$ cat src/rtl/pipelined_ripple_adder.sv
// Pipelined ripple-carry adder/subtractor: WIDTH bits resolved CHUNK bits per stage behind a global-stall valid/ready pipe.
// Optional signed-overflow output is enabled by defining RCA_OVERFLOW_EN.
module pipelined_ripple_adder #(
  parameter int WIDTH = 32,
  parameter int CHUNK = 4
) (
  input  logic             clk,
  input  logic             rst_n,
  input  logic             in_valid,
  output logic             in_ready,
  input  logic [WIDTH-1:0] A,
  input  logic [WIDTH-1:0] B,
  input  logic             c_in,
  input  logic             sub,
  output logic             out_valid,
  input  logic             out_ready,
  output logic [WIDTH-1:0] sum,
  output logic             c_out
`ifdef RCA_OVERFLOW_EN
  ,
  output logic             ovf
`endif
);

  localparam int NSTAGE = WIDTH / CHUNK;

  if (CHUNK < 1 || WIDTH % CHUNK != 0) begin : g_width_check
    $error("pipelined_ripple_adder: WIDTH must be a non-zero multiple of CHUNK");
  end

  // One stall signal for the whole pipe; bubbles shift like beats.
  logic advance;
  assign advance  = ~out_valid | out_ready;
  assign in_ready = advance;

  for (genvar k = 0; k < NSTAGE; k++) begin : g_stage
    // Operand bits not yet consumed on entry to this stage, and sum bits resolved on exit.
    localparam int IW = WIDTH - k * CHUNK;
    localparam int SW = (k + 1) * CHUNK;

    logic [IW-1:0]  op_a;
    logic [IW-1:0]  op_b;
    logic           cin;
    logic           vin;
    logic [CHUNK:0] slice;
    logic [SW-1:0]  s_nxt;
    logic [SW-1:0]  s_q;
    logic           c_q;
    logic           v_q;

    if (k == 0) begin : g_head
      assign op_a  = A;
      assign op_b  = B ^ {WIDTH{sub}};
      assign cin   = sub | c_in;
      assign vin   = in_valid;
      assign s_nxt = slice[CHUNK-1:0];
    end else begin : g_body
      assign op_a  = g_stage[k-1].g_fwd.a_q;
      assign op_b  = g_stage[k-1].g_fwd.b_q;
      assign cin   = g_stage[k-1].c_q;
      assign vin   = g_stage[k-1].v_q;
      assign s_nxt = {slice[CHUNK-1:0], g_stage[k-1].s_q};
    end

    assign slice = {1'b0, op_a[CHUNK-1:0]} + {1'b0, op_b[CHUNK-1:0]} + {{CHUNK{1'b0}}, cin};

    // NOTE: sequential state uses non-blocking assignments so every stage samples its predecessor's pre-edge value.
    always_ff @(posedge clk or negedge rst_n) begin
      if (!rst_n) begin
        v_q <= 1'b0;
        c_q <= 1'b0;
        s_q <= '0;
      end else if (advance) begin
        v_q <= vin;
        c_q <= slice[CHUNK];
        s_q <= s_nxt;
      end
    end

    if (k < NSTAGE - 1) begin : g_fwd
      logic [IW-CHUNK-1:0] a_q;
      logic [IW-CHUNK-1:0] b_q;

      // NOTE: forwarded operand slices carry no reset; they are only observed behind a valid stage flag.
      always_ff @(posedge clk) begin
        if (advance) begin
          a_q <= op_a[IW-1:CHUNK];
          b_q <= op_b[IW-1:CHUNK];
        end
      end
    end
  end

  assign out_valid = g_stage[NSTAGE-1].v_q;
  assign sum       = g_stage[NSTAGE-1].s_q;
  assign c_out     = g_stage[NSTAGE-1].c_q;

`ifdef RCA_OVERFLOW_EN
  // Carry into the MSB is recovered from the MSB sum bit: c_msb = a ^ b ^ s.
  logic ovf_nxt;
  assign ovf_nxt = g_stage[NSTAGE-1].slice[CHUNK]
                 ^ (g_stage[NSTAGE-1].op_a[CHUNK-1]
                  ^ g_stage[NSTAGE-1].op_b[CHUNK-1]
                  ^ g_stage[NSTAGE-1].slice[CHUNK-1]);

  always_ff @(posedge clk or negedge rst_n) begin
    if (!rst_n) begin
      ovf <= 1'b0;
    end else if (advance) begin
      ovf <= ovf_nxt;
    end
  end
`endif

endmodule

$ cat config.mk
export PLATFORM = sky130hd
export DESIGN_NAME = pipelined_ripple_adder
export DESIGN_NICKNAME = d
export VERILOG_FILES = /design/src/rtl/pipelined_ripple_adder.sv
export SDC_FILE = /design/constraint.sdc
export NUM_CORES = 1
export LEC_CHECK = 0
export CAP_MARGIN = 20
export CORE_UTILIZATION = 46
export DETAILED_ROUTE_END_ITERATION = 7
export PLACE_DENSITY = 0.65
export REMOVE_ABC_BUFFERS = 1
export SYNTH_ARGS = -nofsm -noshare
export SYNTH_HDL_FRONTEND = slang
export SYNTH_SLANG_ARGS = --single-unit
$ cat constraint.sdc
create_clock -name clk -period 6.55 [get_ports clk]
set_input_delay 0.655 -clock clk [delete_from_list [all_inputs] [get_ports clk]]
set_output_delay 0.655 -clock clk [all_outputs]
set_load 0.05 [all_outputs]
# --- Word-level counts from Yosys, hierarchy flattened ---
# Cells that the tools add are included.
totals:
  input_bits: 70
  mem_bits_rw: 0
  rom_bits: 0
  memories: 0
  word_cells: 58
  regBits: 384
  latch_bits: 0
classes:
  shifts: 0
  mux: 0
  div_mod_pow: 0
  multipliers: 0
  n_eq_ne: 0
  n_reduce_logical: 0
  bitwise_logic: 4
  order_cmp: 0
  n_addsub: 16
ops:
  columns: ["operator", "count"]
  rows:
  - ["$add A4 B4 Y5", 8]
  - ["$add A5 B1 Y5", 8]
  - ["$xor A32 B32 Y32", 1]
  - ["$or A1 B1 Y1", 2]
  - ["$not A1 Y1", 1]

# --- Logic depth before layout (Yosys ltp) ---
# Gate-level depths: netlist of the first run.
logic_depth:
  depth_word: 3
  ltp_mapped: 8
  depth_no_buf: 6

# --- Least setup slack after synthesis of the first run ---
# No wires, ideal clock.
synth_timing:
  path_kind: "reg-to-output"
  from: "register g_stage[7].v_q, in the netlist out_valid"
  to: "output port in_ready"
  t_required_ns: 5.895
  slack_ns: 3.564
  path_stages_with_launch: 6
  path_buffers: 3
  arrival_ns: 2.331
  cell_sequence: "dfrtp_1 nor2b_4 buf_6 inv_2 buf_6 buf_6"
synth_via:
  elab_chain_len: 2
synth_lines:
  columns: ["item", "line_no", "text"]
  rows:
  - ["start: declaration", "49", "logic v_q;"]
  - ["start signal: assignment", "74", "v_q <= vin;"]
  - ["$not A1 Y1", "33", "assign advance = ~out_valid | out_ready;"]
  - ["$or A1 B1 Y1", "33", null]
  - ["end: declaration", "10", "output logic in_ready,"]
# Every way passes these cells.

# --- Worst setup path in the final report of the first run ---
layout_timing:
  from: "input port out_ready"
  to: "output port in_ready"
layout_via:
  elab_chain_len: 1
layout_lines:
  columns: ["item", "line_no", "text"]
  rows:
  - ["start: declaration", "16", "input logic out_ready,"]
  - ["$or A1 B1 Y1", "33", null]
# Every way passes these cells.

==> summary.md, run 1 <==
| Metric | Value |
|---|---|
| CTS Buf Count | `39` |
| Placer Congestion | `between 0.7 and 0.8` |
| Final setup fails | `0` |
| DR vias/cell | `4.62` |
| Drt drc | `0` |
| R2R Path Start | `out_valid$_DFFE_PN0P_` |
| Share of cells above drive strength 1 | `6.58%` |
| Maxcap violations | `0` |
| Mapped Area | `~14,000 um2` |
| # resized after CTS | `0` |
| CP Class | `in2out` |
| Ports | `roughly 110` |
| Post-synthesis instance total | `1,028` |
| Synth cell types | `26` |
| RSZ-0062 raised after global routing | `false` |
| Critical Path, Cell by Cell | `clkdlybuf4s50_1 -> nor2b_4 -> inv_8 -> clkdlybuf4s50_1` |
| H-tree Lvls | `2` |
| CTS Hold Buffers Added | `0` |
| Worst r2r path cells | `4` |
| Area after DPL | `15,400 um2` |
| Crit path buf inv count | `3` |
| Worst-path clk slew | `around 60 ps` |
| First drt pass iteration count | `4` |
| Peak Freq | `0.301 GHz` |
| Die Y | `177 um` |
| R2R Setup Slk | `4120 ps` |
| Final instance area | `16,700 um2` |
| Hold Fails Final Rpt | `0` |
| Final Non-Filler Cells | `roughly 1,600` |
| Vias in the first global route | `roughly 7,100` |
| Register area | `10,700 um2` |
| Via count | `between 7,000 and 8,000` |
| Hold WC Path Type | `in2async` |
| Post-layout min period | `3320 ps` |
| Largest net degree at the start of global routing | `192` |
| Die Width | `around 180 um` |
| Clk sinks | `384` |
| # rows | `63` |
| Clock Skew | `8.41 ps` |
| Mean Syn Cell Area | `~14 um2` |
| Critical path's top delay family | `buffers and inverters` |
| Synth warn | `0` |
| Worst setup EP type | `output port` |
| DRT Wirelength | `19,600 um` |
| Hold slack | `227 ps` |
| Mean routed wirelength per cell | `12.5 um` |
| Cell accounting for the most synthesized area | `edfxtp_1` |
| Total Routing Usage GR | `13.1%` |
| Hpwl dp | `11,200 um` |
| Status | `finished, final reports clean` |
| EDFF count, synth | `between 200 and 250` |
| Register area share after synthesis | `between 70% and 80%` |
| Worst skew pair latency | `approximately 500 ps` |
| DR iter-0 viols | `539` |
| Max-slew headroom | `32.8%` |
| CTS tree | `done` |
| Tcrit/Tclk final | `50.7%` |
| Largest cells by area after synthesis | `edfxtp_1 48%, dfrtp_1 28%, nand2_1 11%` |
| Crit path launch type | `input pin` |
| Crit-path max FO | `107` |
| First-pass GRT wire length | `around 33,000 um` |
| Crit path max-delay cell type | `clkdlybuf4s50_1` |
| WP data required | `5890 ps` |
| ANT cells | `0` |
| Worst VDD drop | `~0.23 mV` |
| Slowest cell delay on critical path | `940 ps` |
| Core Area | `between 20,000 and 30,000 um2` |
| Initial antenna violation count | `0` |
| Gr ovfl total | `0` |
| Slew @ Worst Pin | `1010 ps` |
| Critical Path Most Common Cell | `clkdlybuf4s50_1` |
| Postcts setup bufs | `0` |
| Total Nets Final | `1,250` |
| Starting density of the core | `47.2%` |
| Fillcell total | `~2,500` |
| Cells after DPL | `~1,500` |
| Clock tree buffer depth | `3` |
| Top post-synthesis cells by count | `396 x nand2_1, 224 x edfxtp_1, 160 x dfrtp_1, 40 x xor2_1, 29 x inv_1` |
| # port buffers | `around 100` |
| Max Transition Viols Final | `0` |
| Die area | `31,400 um2` |
| Multi-input gate area | `between 3000 and 4000 um2` |
| CTS root buffer | `clkbuf_16` |
| Ys async rst share | `41.7%` |
| Post-synth top area share | `47.7%` |
| Area added between synthesis and finish | `18.0%` |
| Synth Flop Type | `edfxtp_1` |
| Arrival time at the worst endpoint | `2670 ps` |
| Setup TNS | `0 ps` |
| DRT antenna net count | `0` |
| FF-to-FF End | `g_stage[0].s_q[2]$_DFFE_PN0P_` |
| Most frequent cell after synthesis | `nand2_1` |
| P_leak | `7.23 nW` |
| Pwr dens | `495 nW/um2` |
| Synth Register Bits | `384` |
## area by class of cell
type                    instances  area share, %
flip-flops and latches        384           64.4
well taps                     390           2.93
clock buffers                  48           6.50
repair buffers                110           6.57
clock inverters                23          0.804
multi-input cells             575           18.0
inverters                      30          0.721
## cells by family (layout without fill, tap and decap cells)
kind of cell    count (synthesis)  after routing  synth area share [%]
xor+xnor                       41             41                  2.54
buf+inv                        69            211                  2.67
fa+ha+maj                      40             40                  4.40
flops                         384            384                  76.0
compound gates                 63             63                  2.63
simple gates                  431            431                  11.7
## sequential cells by signal, indices dropped and copies added, names as in the netlist
name,count
c_out,1
g_stage.c_q,7
g_stage.g_fwd.a_q,112
g_stage.g_fwd.b_q,112
g_stage.s_q,112
g_stage.v_q,7
out_valid,1
sum,32
## stage by stage
step	total power [mW]	utilization, %	setup WS (ps)
final	8.24	55.7	3230
after global routing	8.84	55.7	3160
after CTS	8.38	55.7	3220
after detailed placement	6.28	51.7	3230
after global placement	6.16	51.7	3220
after floorplan	5.68	-	-406
## power breakdown
group	leakage, nW	total, mW	internal (mW)	switching, mW
Clock	0.602	2.07	1.21	0.855
Combinational	2.39	2.04	0.755	1.28
Sequential	4.24	4.14	3.75	0.385
Total	7.23	8.24	5.72	2.53
## layout by cell type (no fill, tap or decap), drive strengths merged, types with 2 or more instances in the layout
| cell | count |
|---|---|
| clkbuf | 48 |
| edfxtp | 224 |
| dfrtp | 160 |
| nor2b | 9 |
| nand2 | 396 |
| fa | 16 |
| inv | 31 |
| xor2 | 40 |
| ha | 24 |
| buf | 8 |
| nor2 | 23 |
| a21oi | 24 |
| o21a | 2 |
| o21ai | 27 |
| clkinv | 18 |
| clkdlybuf4s50 | 102 |
| a21o | 8 |
| clkinvlp | 3 |
## metal layers
metal	share of wire (%)	global-route usage, %	vias up	wire length, um
met1	43	16.0	3427	8360
met2	49	22.4	112	9650
li1	-	-	3619	-
met5	0	0	-	0
met4	3.1	5.35	0	609
met3	4.9	3.14	43	951
## how the worst max path moves through the flow
stage,slack [ps],endpoint,from,depth (start not counted)
2_1_floorplan,-410,g_stage[0].g_fwd.a_q[0]$_DFFE_PP_,out_valid$_DFFE_PN0P_,2
3_3_place_gp,3220,in_ready,out_ready,4
3_5_place_dp,3230,in_ready,out_ready,4
4_1_cts,3220,in_ready,out_ready,4
5_1_grt,3160,in_ready,out_ready,4
6_report,3230,in_ready,out_ready,4
No activity file was read; power rests on OpenSTA's default activity.
==> inputs of run 2 (changes only) <==
- clock period: 6.55 -> 3.1 ns (I/O delays scaled with it)
==> run 2 against run 1 <==
  * Core utilization rose by 0.26 points
  * Via count grew 0.22%
  * First-iteration DRC count shrank 7.8%
  * Die area unchanged
  * Final area up 0.47%
  * Sequential power rose by 110%
  * Clock power increased by 110%
  * Hold slack improved by 110 ps
==> summary.md, run 2 (synthesis gave the netlist of run 1 again) <==
| Metric | Value |
|---|---|
| Pre-CTS setup slack | `692 ps (-2540 ps)` |
| Die Y | `177 um (unchanged)` |
| Starting density of the core | `47.2% (unchanged)` |
| WP data required | `2790 ps (-3100 ps)` |
| First drt pass iteration count | `4 (unchanged)` |
| Status | `finished, final reports clean` |
| Die area | `31,400 um2 (unchanged)` |
| H-tree Lvls | `2 (unchanged)` |
| Worst-path clk slew | `60 ps (about the same)` |
| DR iter-0 viols | `497 (-7.8%)` |
| Drt drc | `0 (unchanged)` |
| Crit-path max FO | `62 (-42%)` |
| DRT antenna net count | `0 (unchanged)` |
| Postcts setup bufs | `0 (unchanged)` |
| # resized after CTS | `0 (unchanged)` |
| CTS Buf Count | `39 (unchanged)` |
| Via count | `7,217 (+0.22%)` |
| R2R Setup Slk | `1370 ps (-2750 ps)` |
| Sw Pwr | `5.34 mW (+110%)` |
| Post-layout min period | `2030 ps` |
| Met3 wire length | `917 um (-3.6%)` |
| Biggest regs | `g_stage.g_fwd.a_q x112, g_stage.g_fwd.b_q x112, g_stage.s_q x112` |
| Top Layer Used | `met4` |
| Pwr dens | `1040 nW/um2 (+110%)` |
| Fillcell total | `2,465 (+0.20%)` |
| Slew @ Worst Pin | `702 ps (-306 ps)` |
| Cells after DPL | `1,499 (+0.67%)` |
| Clk pwr share | `24.5% (-0.6 points)` |
| Met2 WL | `9840 um (+2.0%)` |
| Initial antenna violation count | `0 (unchanged)` |
| Die Width | `177 um (unchanged)` |
| Tcrit/Tclk final | `65.4%` |
| Comb pwr share | `25.5% (+0.7 points)` |
| Core Area | `29,900 um2 (unchanged)` |
| Setup TNS | `0 ps (unchanged)` |
| Peak Freq | `0.493 GHz` |
| Hold WC Path Type | `in2reg` |
| Total Routing Usage GR | `13.6% (+0.49 points)` |
| First-pass GRT wire length | `34,000 um (+3.4%)` |
| DRT Wirelength | `20,100 um (+2.9%)` |
| Gr ovfl total | `0 (unchanged)` |
| Area added between synthesis and finish | `18.6%` |
| Vias in the first global route | `7,077 (+0.33%)` |
| Worst VDD drop | `0.470 mV (+110%)` |
| Hold Fails Final Rpt | `0 (unchanged)` |
| Max Transition Viols Final | `0 (unchanged)` |
| P_leak | `7.27 nW (+0.51%)` |
| Share of cells above drive strength 1 | `6.71% (+0.13 points)` |
| Clock tree buffer depth | `3 (unchanged)` |
| Clk sinks | `384 (unchanged)` |
| Mean routed wirelength per cell | `12.8 um (+2.4%)` |
| Total Nets Final | `1,261 (+0.88%)` |
| M1 wire length | `8780 um (+5.0%)` |
| Maxcap violations | `0 (unchanged)` |
| ANT cells | `0 (unchanged)` |
| Worst setup EP type | `output port` |
| CTS Hold Buffers Added | `1 (+1)` |
| RSZ-0062 raised after global routing | `false` |
| Hpwl dp | `11,800 um (+4.5%)` |
| Final Worst Setup Slack | `1070 ps (-2160 ps)` |
| DR vias/cell | `4.61 (-0.23%)` |
| Clock Skew | `11.9 ps (+3.50 ps)` |
| CTS root buffer | `clkbuf_16` |
| Arrival time at the worst endpoint | `1720 ps (-950 ps)` |
| Crit path launch type | `flop` |
| Max-slew headroom | `53.2% (+20 points)` |
| Ports | `105 (unchanged)` |
| # rows | `63 (unchanged)` |
| Internal Power | `12.1 mW (+110%)` |
| Largest net degree at the start of global routing | `160 (-17%)` |
| # port buffers | `104 (unchanged)` |
| Placer Congestion | `0.712 (-1.5%)` |
| Most frequent cells in the layout | `396 x nand2_1, 224 x edfxtp_1, 160 x dfrtp_1, 101 x clkdlybuf4s50_1, 41 x clkbuf_16` |
| Final setup fails | `0 (unchanged)` |
| Switching share of total power | `30.7% (about the same)` |
| Final Non-Filler Cells | `1,567 (+0.45%)` |
| CTS tree | `done` |
| Worst skew pair latency | `510 ps (about the same)` |
| Reg power frac | `50.0% (-0.2 points)` |
| Most common cell after layout, fill and taps aside | `nand2_1` |
| CP Class | `reg2out` |
run 2: final cells by class:
cell class	instances	area (um2)	share of cell area [%]
well taps	390	488	2.92
clock buffers	53	1070	6.40
inverters	30	120	0.718
clock inverters	14	91.3	0.546
repair buffers	121	1230	7.34
flip-flops and latches	384	10700	64.1
multi-input cells	575	3010	18.0
run 2: critical path, stage by stage (launching register included):
cell and delay (ps):
dfrtp_1 380, nor2b_4 160, inv_8 330, buf_4 290
run 2: through the flow:
stage	total power [mW]	utilization (%)	hold slack, ps	area (um2)
after floorplan	12.0	-	14.4	13800
after global placement	13.1	52.1	371	15600
after detailed placement	13.3	52.1	368	15600
after CTS	17.7	56.0	310	16700
after global routing	18.6	56.0	328	16700
final	17.4	56.0	336	16700
run 2: power groups by stage:
stage / registers [mW] / clock network (mW) / logic [mW]
2_1_floorplan: 9.46 / 0 / 2.54
3_3_place_gp: 8.72 / 0 / 4.38
3_5_place_dp: 8.82 / 0 / 4.51
4_1_cts: 8.74 / 4.42 / 4.55
5_1_grt: 8.95 / 4.61 / 5.07
6_report: 8.70 / 4.27 / 4.44
run 2: final timing paths:
path | depth (start not counted) | from | end
worst min register to register | 0 | g_stage[1].g_fwd.a_q[5]$_DFFE_PP_ | g_stage[2].g_fwd.a_q[1]$_DFFE_PP_
worst min-delay path | 3 | in_valid | g_stage[0].v_q$_DFFE_PN0P_
min in group asynchronous | 2 | rst_n | g_stage[3].s_q[13]$_DFFE_PN0P_
worst max register to register | 6 | g_stage[1].c_q$_DFFE_PN0P_ | g_stage[2].c_q$_DFFE_PN0P_
worst max-delay path | 3 | out_valid$_DFFE_PN0P_ | in_ready
max in group asynchronous | 3 | rst_n | g_stage[3].s_q[12]$_DFFE_PN0P_
run 2: metal layers:
metal  global-route usage (%)  vias to the layer above
met3                     3.09                       51
met4                     5.17                        0
li1                         -                     3632
met1                     17.2                     3420
met2                     22.9                      114
met5                        0                        -
==> inputs of run 3 (changes only) <==
- clock period: 3.1 -> 1.9 ns (I/O delays scaled with it)
==> run 3 against run 2 <==
  * Flip-flop and latch count unchanged
  * Critical path depth down 2
  * Clock power up 72%
  * Critical endpoint is now sum[21]
  * Sequential power up 63%
  * First-iteration DRC count down 17%
  * Total power up 67%
  * Core utilization up 1.3 points
  * Largest power group unchanged
  * Final cell count up 1.7%
  * Die area unchanged
  * Global-route usage up 0.33 points
  * Worst setup slack worse by 1000 ps
==> summary.md, run 3 (synthesis gave the netlist of run 1 again) <==
| Metric | Value |
|---|---|
| Max Transition Viols Final | `0 (unchanged)` |
| Die Y | `177 um (unchanged)` |
| Ports | `105 (unchanged)` |
| Starting density of the core | `47.2% (unchanged)` |
| Worst-path clk slew | `60 ps (about the same)` |
| H-tree Lvls | `2 (unchanged)` |
| First drt pass iteration count | `6 (+2)` |
| Clk sinks | `384 (unchanged)` |
| Arrival time at the worst endpoint | `1660 ps (-60 ps)` |
| Drt drc | `0 (unchanged)` |
| Status | `finished, final reports clean` |
| Final setup fails | `0 (unchanged)` |
| Register area | `10,700 um2 (unchanged)` |
| Worst skew pair latency | `510 ps (about the same)` |
| P_leak | `7.63 nW (+5.0%)` |
| Gr ovfl total | `0 (unchanged)` |
| Hold Fails Final Rpt | `0 (unchanged)` |
| Worst r2r path cells | `5 (-1)` |
| DR vias/cell | `4.61 (+0.13%)` |
| Peak Freq | `about 0.54 GHz` |
| Crit path launch type | `flop` |
| First-pass GRT wire length | `34,800 um (+2.4%)` |
| Critical path depth in cells | `1 (-2)` |
| Area after DPL | `15,800 um2 (+1.4%)` |
| CTS root buffer | `clkbuf_16` |
| Critical path's top delay family | `buffers and inverters` |
| Mean routed wirelength per cell | `13.2 um (+3.1%)` |
| Pre-CTS setup slack | `-364 ps (-1060 ps)` |
| ANT cells | `0 (unchanged)` |
| Maxcap violations | `0 (unchanged)` |
| Final Worst Setup Slack | `51.2 ps (-1020 ps)` |
| # rows | `63 (unchanged)` |
| Final instance area | `17,100 um2 (+2.4%)` |
| Most common cell after layout, fill and taps aside | `nand2_1` |
| Crit path max-delay cell type | `clkdlybuf4s50_1` |
| Setup TNS | `0 ps (unchanged)` |
| Clock Skew | `7.45 ps (-4.46 ps)` |
| Crit path buf inv count | `1 (-1)` |
| CTS tree | `done` |
| Max-slew headroom | `59.8% (+6.6 points)` |
| CP Class | `reg2out` |
| Clock tree buffer depth | `3 (unchanged)` |
| Hpwl dp | `13,000 um (+11%)` |
| Vias in the first global route | `7,147 (+0.99%)` |
| Core Area | `29,900 um2 (unchanged)` |
| Initial antenna violation count | `1 (+1)` |
| Final Non-Filler Cells | `1,593 (+1.7%)` |
| Worst VDD drop | `0.673 mV (+43%)` |
| Crit-path max FO | `2 (-97%)` |
| CTS Buf Count | `41 (+5.1%)` |
| Slowest cell delay on critical path | `820 ps (+440 ps)` |
| Largest net degree at the start of global routing | `51 (-68%)` |
| DRT Wirelength | `21,100 um (+4.8%)` |
| Area added between synthesis and finish | `21.4%` |
| Die Width | `177 um (unchanged)` |
| Total Routing Usage GR | `14.0% (+0.33 points)` |
| Hold WC Path Type | `in2async` |
| Core Util, Final | `57.3% (+1.3 points)` |
| DRT antenna net count | `0 (unchanged)` |
| Worst setup EP type | `output port` |
| Cells after DPL | `1,513 (+0.93%)` |
| Total Nets Final | `1,284 (+1.8%)` |
| Biggest regs | `g_stage.g_fwd.a_q x112, g_stage.g_fwd.b_q x112, g_stage.s_q x112` |
| Die area | `31,400 um2 (unchanged)` |
| Most frequent cells in the layout | `396 x nand2_1, 224 x edfxtp_1, 160 x dfrtp_1, 80 x clkdlybuf4s50_1, 41 x clkbuf_16` |
| Placer Congestion | `0.730 (+2.6%)` |
| WP data required | `1710 ps (-1080 ps)` |
| Total Power | `29.1 mW (+67%)` |
| Hold slack | `172 ps (-163 ps)` |
| Pwr dens | `1700 nW/um2 (+63%)` |
| Post-layout min period | `about 1800 ps` |
| Share of cells above drive strength 1 | `8.81% (+2.1 points)` |
| DR iter-0 viols | `414 (-17%)` |
| Fillcell total | `2,445 (-0.81%)` |
| RSZ-0062 raised after global routing | `false` |
| # port buffers | `104 (unchanged)` |
| Slew @ Worst Pin | `605 ps (-96.9 ps)` |
| Tcrit/Tclk final | `between 90% and 100%` |
| Critical Path, Cell by Cell | `clkdlybuf4s50_1` |
| Via count | `7,346 (+1.8%)` |
| Multi-input gate area | `3010 um2 (unchanged)` |
## run 3: routing by layer
metal	vias up	routed length, um	GRT usage (%)	part of all wire [%]
met2	127	10100	23.0	48
met4	2	620	5.24	2.9
met5	-	13	0	0.062
met1	3492	9330	18.1	44
met3	49	985	3.09	4.7
li1	3676	-	-	-
## run 3: worst paths after layout
path / startpoint / endpoint / slack (ps)
hold / removal: rst_n / g_stage[6].s_q[16]$_DFFE_PN0P_ / 170
min in group clk: A[30] / g_stage[0].g_fwd.a_q[26]$_DFFE_PP_ / 230
setup reg to reg: g_stage[2].c_q$_DFFE_PN0P_ / g_stage[3].s_q[15]$_DFFE_PN0P_ / 200
setup / recovery: sum[21]$_DFFE_PN0P_ / sum[21] / 50
max in group asynchronous: rst_n / g_stage[5].s_q[11]$_DFFE_PN0P_ / 1130
hold reg to reg: g_stage[5].g_fwd.a_q[5]$_DFFE_PP_ / g_stage[6].g_fwd.a_q[1]$_DFFE_PP_ / 410
## run 3: layout make-up
cell class              instances  area share (%)
inverters                      30           0.730
clock inverters                17           0.745
repair buffers                141            8.85
multi-input cells             575            17.5
flip-flops and latches        384            62.6
well taps                     390            2.85
clock buffers                  55            6.59
repair inverters                1          0.0511
## run 3: power breakdown
part           switching [mW]  leakage [nW]  internal (mW)
sequential               1.32          4.24           12.9
clock                    2.95         0.616           4.41
combinational            4.62          2.77           2.91
total                    8.89          7.63           20.2
## run 3: timing repair
action | 4_1_cts | 5_1_grt
hold buffers | 1 | 0
endpoints found under the hold margin | 101 | 0
buffers inserted | 0 | 6
cloned | 0 | 1
gates resized for setup | 6 | 15
endpoints found under the setup margin | 6 | 15
